[src/rtl/riscoffee_fetch.sv]
// riscoffee_fetch -- instruction fetch stage feeding riscoffee_decode.
//
// Generates sequential word-aligned fetch addresses, issues them to
// instruction memory, and buffers the returned words in a 2-entry FIFO whose
// head is presented to decode. Redirects flush the FIFO, re-target the fetch
// address and mark every in-flight response as stale so it is dropped.
//
// Ports
//   CLK          clock, all state on posedge
//   RST          synchronous active-high reset
//   STALL        decode hold; the head entry is not consumed while high
//   REDIRECT     re-target fetch to REDIRECT_PC (branch/jump/trap)
//   REDIRECT_PC  redirect target, low two bits ignored
//   IMEM_REQ     fetch request valid
//   IMEM_ADDR    fetch address (word aligned, held while unaccepted)
//   IMEM_ACK     request accepted this cycle when IMEM_REQ is high
//   IMEM_RVALID  in-order read data valid, >=1 cycle after acceptance
//   IMEM_RDATA   returned instruction word
//   READY        INST_CODE/PC valid
//   INST_CODE    FIFO head instruction, NOP (0x13) when not READY
//   PC           address of INST_CODE, 0 when not READY
//
// Credit: a request may go out only while the words already owed to the FIFO
// (buffered + outstanding) stay below its depth. The word decode consumes
// this cycle frees its slot immediately, so the credit test subtracts the
// current pop. That is what lets a 1-cycle memory sustain one instruction per
// cycle with only two entries, while keeping count + outstanding <= 2 at every
// edge. IMEM_REQ is therefore decoded from registered state (FSM state,
// count, outstanding, head valid) plus the current STALL; IMEM_ADDR is the
// fetch-pc register itself. Nothing on the decode side depends on IMEM_RDATA
// combinationally.

module riscoffee_fetch #(
  parameter logic [31:0] RESET_PC = 32'h0000_0000
) (
  input  logic        CLK,
  input  logic        RST,
  input  logic        STALL,
  input  logic        REDIRECT,
  input  logic [31:0] REDIRECT_PC,
  output logic        IMEM_REQ,
  output logic [31:0] IMEM_ADDR,
  input  logic        IMEM_ACK,
  input  logic        IMEM_RVALID,
  input  logic [31:0] IMEM_RDATA,
  output logic        READY,
  output logic [31:0] INST_CODE,
  output logic [31:0] PC
);

  localparam logic [31:0] NOP_INST = 32'h0000_0013;

  typedef enum logic [1:0] {
    BOOT  = 2'd0,
    RUN   = 2'd1,
    DRAIN = 2'd2
  } state_t;

  state_t      state_reg;

  logic [31:0] fpc_reg;      // next address to request
  logic [31:0] fpc_next;
  logic [31:0] rpc_reg;      // address of the next word that will be pushed
  logic [31:0] rpc_next;
  logic [1:0]  count_reg;    // buffered entries
  logic [1:0]  count_next;
  logic [1:0]  outst_reg;    // accepted, not yet returned
  logic [1:0]  outst_next;
  logic [1:0]  stale_reg;    // returns still to be discarded
  logic [1:0]  stale_next;

  // Entry 0 is always the head; entry 1 shifts down on a pop.
  logic [31:0] fifo_pc_reg   [2];
  logic [31:0] fifo_inst_reg [2];

  logic [31:0] redirect_target;
  logic        pop;
  logic        accept;
  logic        push;
  logic        drop;
  logic [2:0]  credit_used;
  logic [1:0]  count_after_pop;

  // Masking (rather than slicing) keeps every bit of REDIRECT_PC in use.
  assign redirect_target = REDIRECT_PC & ~32'h0000_0003;

  // ---------------------------------------------------------------------
  // Decode-side outputs: straight from the registered FIFO head.
  // ---------------------------------------------------------------------
  assign READY     = (count_reg != 2'd0);
  assign INST_CODE = READY ? fifo_inst_reg[0] : NOP_INST;
  assign PC        = READY ? fifo_pc_reg[0]   : 32'h0000_0000;

  assign pop = READY && !STALL;

  // ---------------------------------------------------------------------
  // Memory-side request.
  // ---------------------------------------------------------------------
  assign credit_used = {1'b0, count_reg} + {1'b0, outst_reg} - {2'b00, pop};
  assign IMEM_REQ    = (state_reg == RUN) && (credit_used < 3'd2);
  assign IMEM_ADDR   = fpc_reg;

  assign accept = IMEM_REQ && IMEM_ACK;

  // A response is dropped while stale returns are owed; a clean response
  // arriving in a redirect cycle belongs to the old path and is dropped too.
  assign drop = IMEM_RVALID && (stale_reg != 2'd0);
  assign push = IMEM_RVALID && (stale_reg == 2'd0) && !REDIRECT;

  assign count_after_pop = count_reg - {1'b0, pop};

  // ---------------------------------------------------------------------
  // Next-state arithmetic.
  // ---------------------------------------------------------------------
  always_comb begin
    outst_next = outst_reg + {1'b0, accept} - {1'b0, IMEM_RVALID};
    fpc_next   = fpc_reg;
    rpc_next   = rpc_reg;
    count_next = count_reg;
    stale_next = stale_reg;

    if (REDIRECT) begin
      // Everything still owed by memory after this cycle's accept/return
      // belongs to the abandoned path.
      fpc_next   = redirect_target;
      rpc_next   = redirect_target;
      count_next = 2'd0;
      stale_next = outst_next;
    end else begin
      if (accept) begin
        fpc_next = fpc_reg + 32'd4;
      end
      if (push) begin
        rpc_next = rpc_reg + 32'd4;
      end
      count_next = count_after_pop + {1'b0, push};
      stale_next = stale_reg - {1'b0, drop};
    end
  end

  // ---------------------------------------------------------------------
  // Control state and FSM.
  // ---------------------------------------------------------------------
  always_ff @(posedge CLK) begin
    if (RST) begin
      state_reg <= BOOT;
      fpc_reg   <= RESET_PC;
      rpc_reg   <= RESET_PC;
      count_reg <= 2'd0;
      outst_reg <= 2'd0;
      stale_reg <= 2'd0;
    end else begin
      fpc_reg   <= fpc_next;
      rpc_reg   <= rpc_next;
      count_reg <= count_next;
      outst_reg <= outst_next;
      stale_reg <= stale_next;

      case (state_reg)
        BOOT: begin
          state_reg <= RUN;
        end
        RUN: begin
          if (REDIRECT && (stale_next != 2'd0)) begin
            state_reg <= DRAIN;
          end
        end
        DRAIN: begin
          // Requests resume the cycle after the last stale return; a
          // redirect here has already recomputed stale_next.
          if (stale_next == 2'd0) begin
            state_reg <= RUN;
          end
        end
        default: begin
          state_reg <= BOOT;
        end
      endcase
    end
  end

  // ---------------------------------------------------------------------
  // FIFO storage. Contents need no reset: count_reg qualifies them.
  // On push+pop the new word lands behind the surviving entry, so order is
  // preserved and count is unchanged.
  // ---------------------------------------------------------------------
  always_ff @(posedge CLK) begin
    if (pop) begin
      fifo_pc_reg[0]   <= fifo_pc_reg[1];
      fifo_inst_reg[0] <= fifo_inst_reg[1];
    end
    if (push) begin
      if (count_after_pop == 2'd0) begin
        fifo_pc_reg[0]   <= rpc_reg;
        fifo_inst_reg[0] <= IMEM_RDATA;
      end else begin
        fifo_pc_reg[1]   <= rpc_reg;
        fifo_inst_reg[1] <= IMEM_RDATA;
      end
    end
  end

endmodule
[config.mk]
export PLATFORM = sky130hd
export DESIGN_NAME = riscoffee_fetch
export DESIGN_NICKNAME = d
export VERILOG_FILES = /design/src/rtl/riscoffee_fetch.sv
export SDC_FILE = /design/constraint.sdc
export NUM_CORES = 1
export LEC_CHECK = 0
export ABC_AREA = 1
export CORE_ASPECT_RATIO = 0.5
export CORE_MARGIN = 2
export CORE_UTILIZATION = 47
export CTS_CLUSTER_DIAMETER = 200
export DETAILED_ROUTE_END_ITERATION = 8
export PLACE_DENSITY = 0.78
export SYNTH_ARGS = -nofsm -noshare
export SYNTH_HDL_FRONTEND = slang
export SYNTH_SLANG_ARGS = --single-unit
[constraint.sdc]
create_clock -name CLK -period 12.5 [get_ports CLK]
set_clock_uncertainty 0.1 [all_clocks]
set_input_delay 2.5 -clock CLK [delete_from_list [all_inputs] [get_ports CLK]]
set_output_delay 2.5 -clock CLK [all_outputs]
set_load 0.01 [all_outputs]
==> results.cfg <==
[timing]
slew_viol_final = 0
relSlewSlack_pct = 37.74
setup_ws_ns = 4.618
whs_ns = 0.3709
final-setup-viol-count = 0
finalSetupTns_ns = 0
rsz0062_at_grt = no
fmax_ghz = 0.1269
finalCritPeriodShare_pct = 63.05
tightest_slew_ns = 0.9304
finalCriticalPeriod_ns = 7.882
hold_viol = 0

[cts]
cts_sinks = 192
cts-resized-gates = 0
clock_latency_ns = 0.44
cts_tree = yes
cts_buffer_depth = 2
cts_setup_buffers = 0
cts_max_level = 4
ctsHoldBuffers = 0
clkTransAtPathRegs_ns = 0.08
cts_root_buf = clkbuf_16
cts_buffers = 17

[floorplan]
core_area_mm2 = 0.01973
die_area_mm2 = 0.02168
initial_utilization_pct = 48.71
ios = 168
die_w_um = 206.2
die_h_um = 105.1
num_rows = 36

[worst_setup_path]
arrival_ns = 5.28
worstPathCellList = clkdlybuf4s50_1 > nor2_1 > ha_1 > or2_2 > fa_1 > inv_1 > nor2_1 > nand2_1 > inv_1 > clkdlybuf4s50_1
cp.required_ns = 9.90
start_kind = input port
path_buf_inv = 4
path_class = input port to primary output
slowest_stage = clkdlybuf4s50_1
cp_max_fo = 2
max_stage_delay_ns = 0.53
crit_family = buffers and inverters
endpoint_kind = primary output

[routing]
antenna_left = 0
dr.pass1.iters = 6
via_count = 8421
wl_per_cell_um = 15.42
drcViolationCount = 0
first_iter_violations = 738
drt_wl_total_um = 25370
drt-vias-per-instance = 5.119

[synthesis]
synthAdderAreaFrac_pct = 1.380
synth_compound_area_share_pct = 8.384
synth-simple-area-share_pct = 26.72
syn_avg_cell_area_um2 = 7.852
synth-seq-cells = 192
synth-xor-area-share_pct = 1.732
synth_edf_count = 124
ys_seq_area_share_pct = 52.91
syn_inst = 1224
synthFlopType = edfxtp_1
syn_area_mm2 = 0.009610
synth_cell_types = 36
synth_top_family_by_area = simple AND/OR/NAND/NOR gates
synthMuxAreaShare_pct = 0
async_reset_ff_share_pct = 0
yosys_warnings = 0

[cells_and_area]
fillers = 1754
syn_to_final_growth_pct = 24.88
fin_area_mm2 = 0.01200
largest_register_ff_count = 64
num_antenna_cells = 0
drive_above_1_share_pct = 4.206
finalNetCount = 1446

[outcome]
status = completed

[global_routing]
grt_pass1_wl_um = 40940
overflow = 0
track_usage_pct = 24.26
first_global_vias = 8010
antenna_found_initial = 0
grt_max_degree = 91

[power_and_ir_drop]
combPwrFrac_pct = 14.8
power-per-cell-area_mw_per_mm2 = 127.4
swShare_pct = 29.01
p_seq_share_pct = 49.4
peakVddDrop_v = 0.00007605
power_frac_clock_pct = 35.8
p_leak_uw = 0.004848
p_sw_uw = 443.7
intPower_uw = 1086

[placed_design]
placed_area_mm2 = 0.01139
gp_congestion = 0.8857
numPortBuffers = 161
place_ws_ns = 4.646
dp.final_hpwl_um = 18010

[flow_run]
cap_violations = 0

[min_path]
min_path_type = flop to flop
[metrics by stage]
step / cells / power (µW) / util (%)
6_report: 1645 / 1529 / 60.83
3_5_place_dp: 1613 / 994.9 / 57.76
3_3_place_gp: 1613 / 985.4 / 57.76
4_1_cts: 1645 / 1537 / 60.83
5_1_grt: 1645 / 1598 / 60.83
2_1_floorplan: 1227 / 898.0 / -
[cells by family after synthesis]
group           count (synthesis)
fa+ha+maj                      10
flops                         192
xor+xnor                       19
simple gates                  638
other cells                     1
buf+inv                       209
compound gates                155
[layout make-up]
type | instances | area [µm²] | share of cell area (%)
Clock buffer | 17 | 425.4 | 3.545
Clock inverter | 15 | 181.4 | 1.512
Inverter | 163 | 614.3 | 5.119
Multi-Input combinational cell | 826 | 3714 | 30.94
Sequential cell | 192 | 5085 | 42.37
Tap cell | 266 | 332.8 | 2.773
Timing Repair Buffer | 166 | 1649 | 13.74
[final timing paths]
path / startpoint / endpoint / slack [ns] / cells past startpoint
worst max register to register: count_reg[1] / IMEM_ADDR[10] / 8.08 / 15
worst max-delay path: STALL / IMEM_REQ / 4.62 / 10
worst min register to register: rpc_reg[31] / fifo_pc_reg[0][63] / 0.37 / 0
worst min-delay path: rpc_reg[31] / fifo_pc_reg[0][63] / 0.37 / 0
[layout by cell type (no fill, tap or decap), types with 18 or more instances in the layout]
master	instances
inv_1	159
nand3_1	54
nor2_1	168
a21oi_1	61
nand2_1	388
clkdlybuf4s50_1	161
o21ai_0	60
dfxtp_1	68
edfxtp_1	124
xor2_1	18
[routing by layer]
metal | global-route usage [%] | wire length [µm] | vias up | share of wire (%)
met5 | 0 | 0 | - | 0
met4 | 7.398 | 403 | 0 | 1.6
met3 | 4.897 | 1760 | 38 | 6.9
met2 | 38.42 | 11510 | 308 | 45
met1 | 33.53 | 11700 | 3899 | 46
li1 | - | - | 4176 | -
[power groups by stage]
stage	sequential, µW	combinational (µW)	clock, µW
after floorplan	766	132	0
after detailed placement	769	226	0
after CTS	754	228	555
after global placement	767	219	0
final	755	227	547
after global routing	760	254	585
[cells in the mapped netlist, types with 9 or more instances]
cell type	count	area share [%]
a21oi_1	61	3.2
buf_2	16	0.83
clkbuf_1	16	0.62
dfxtp_1	68	14
edfxtp_1	124	39
ha_1	9	1.2
inv_1	159	6.2
nand2_1	388	15
nand3_1	54	2.8
nor2_1	170	6.6
o21ai_0	61	3.2
o21ai_1	16	0.83
xor2_1	18	1.6
Note: power is estimated with default switching activity, not from simulation.
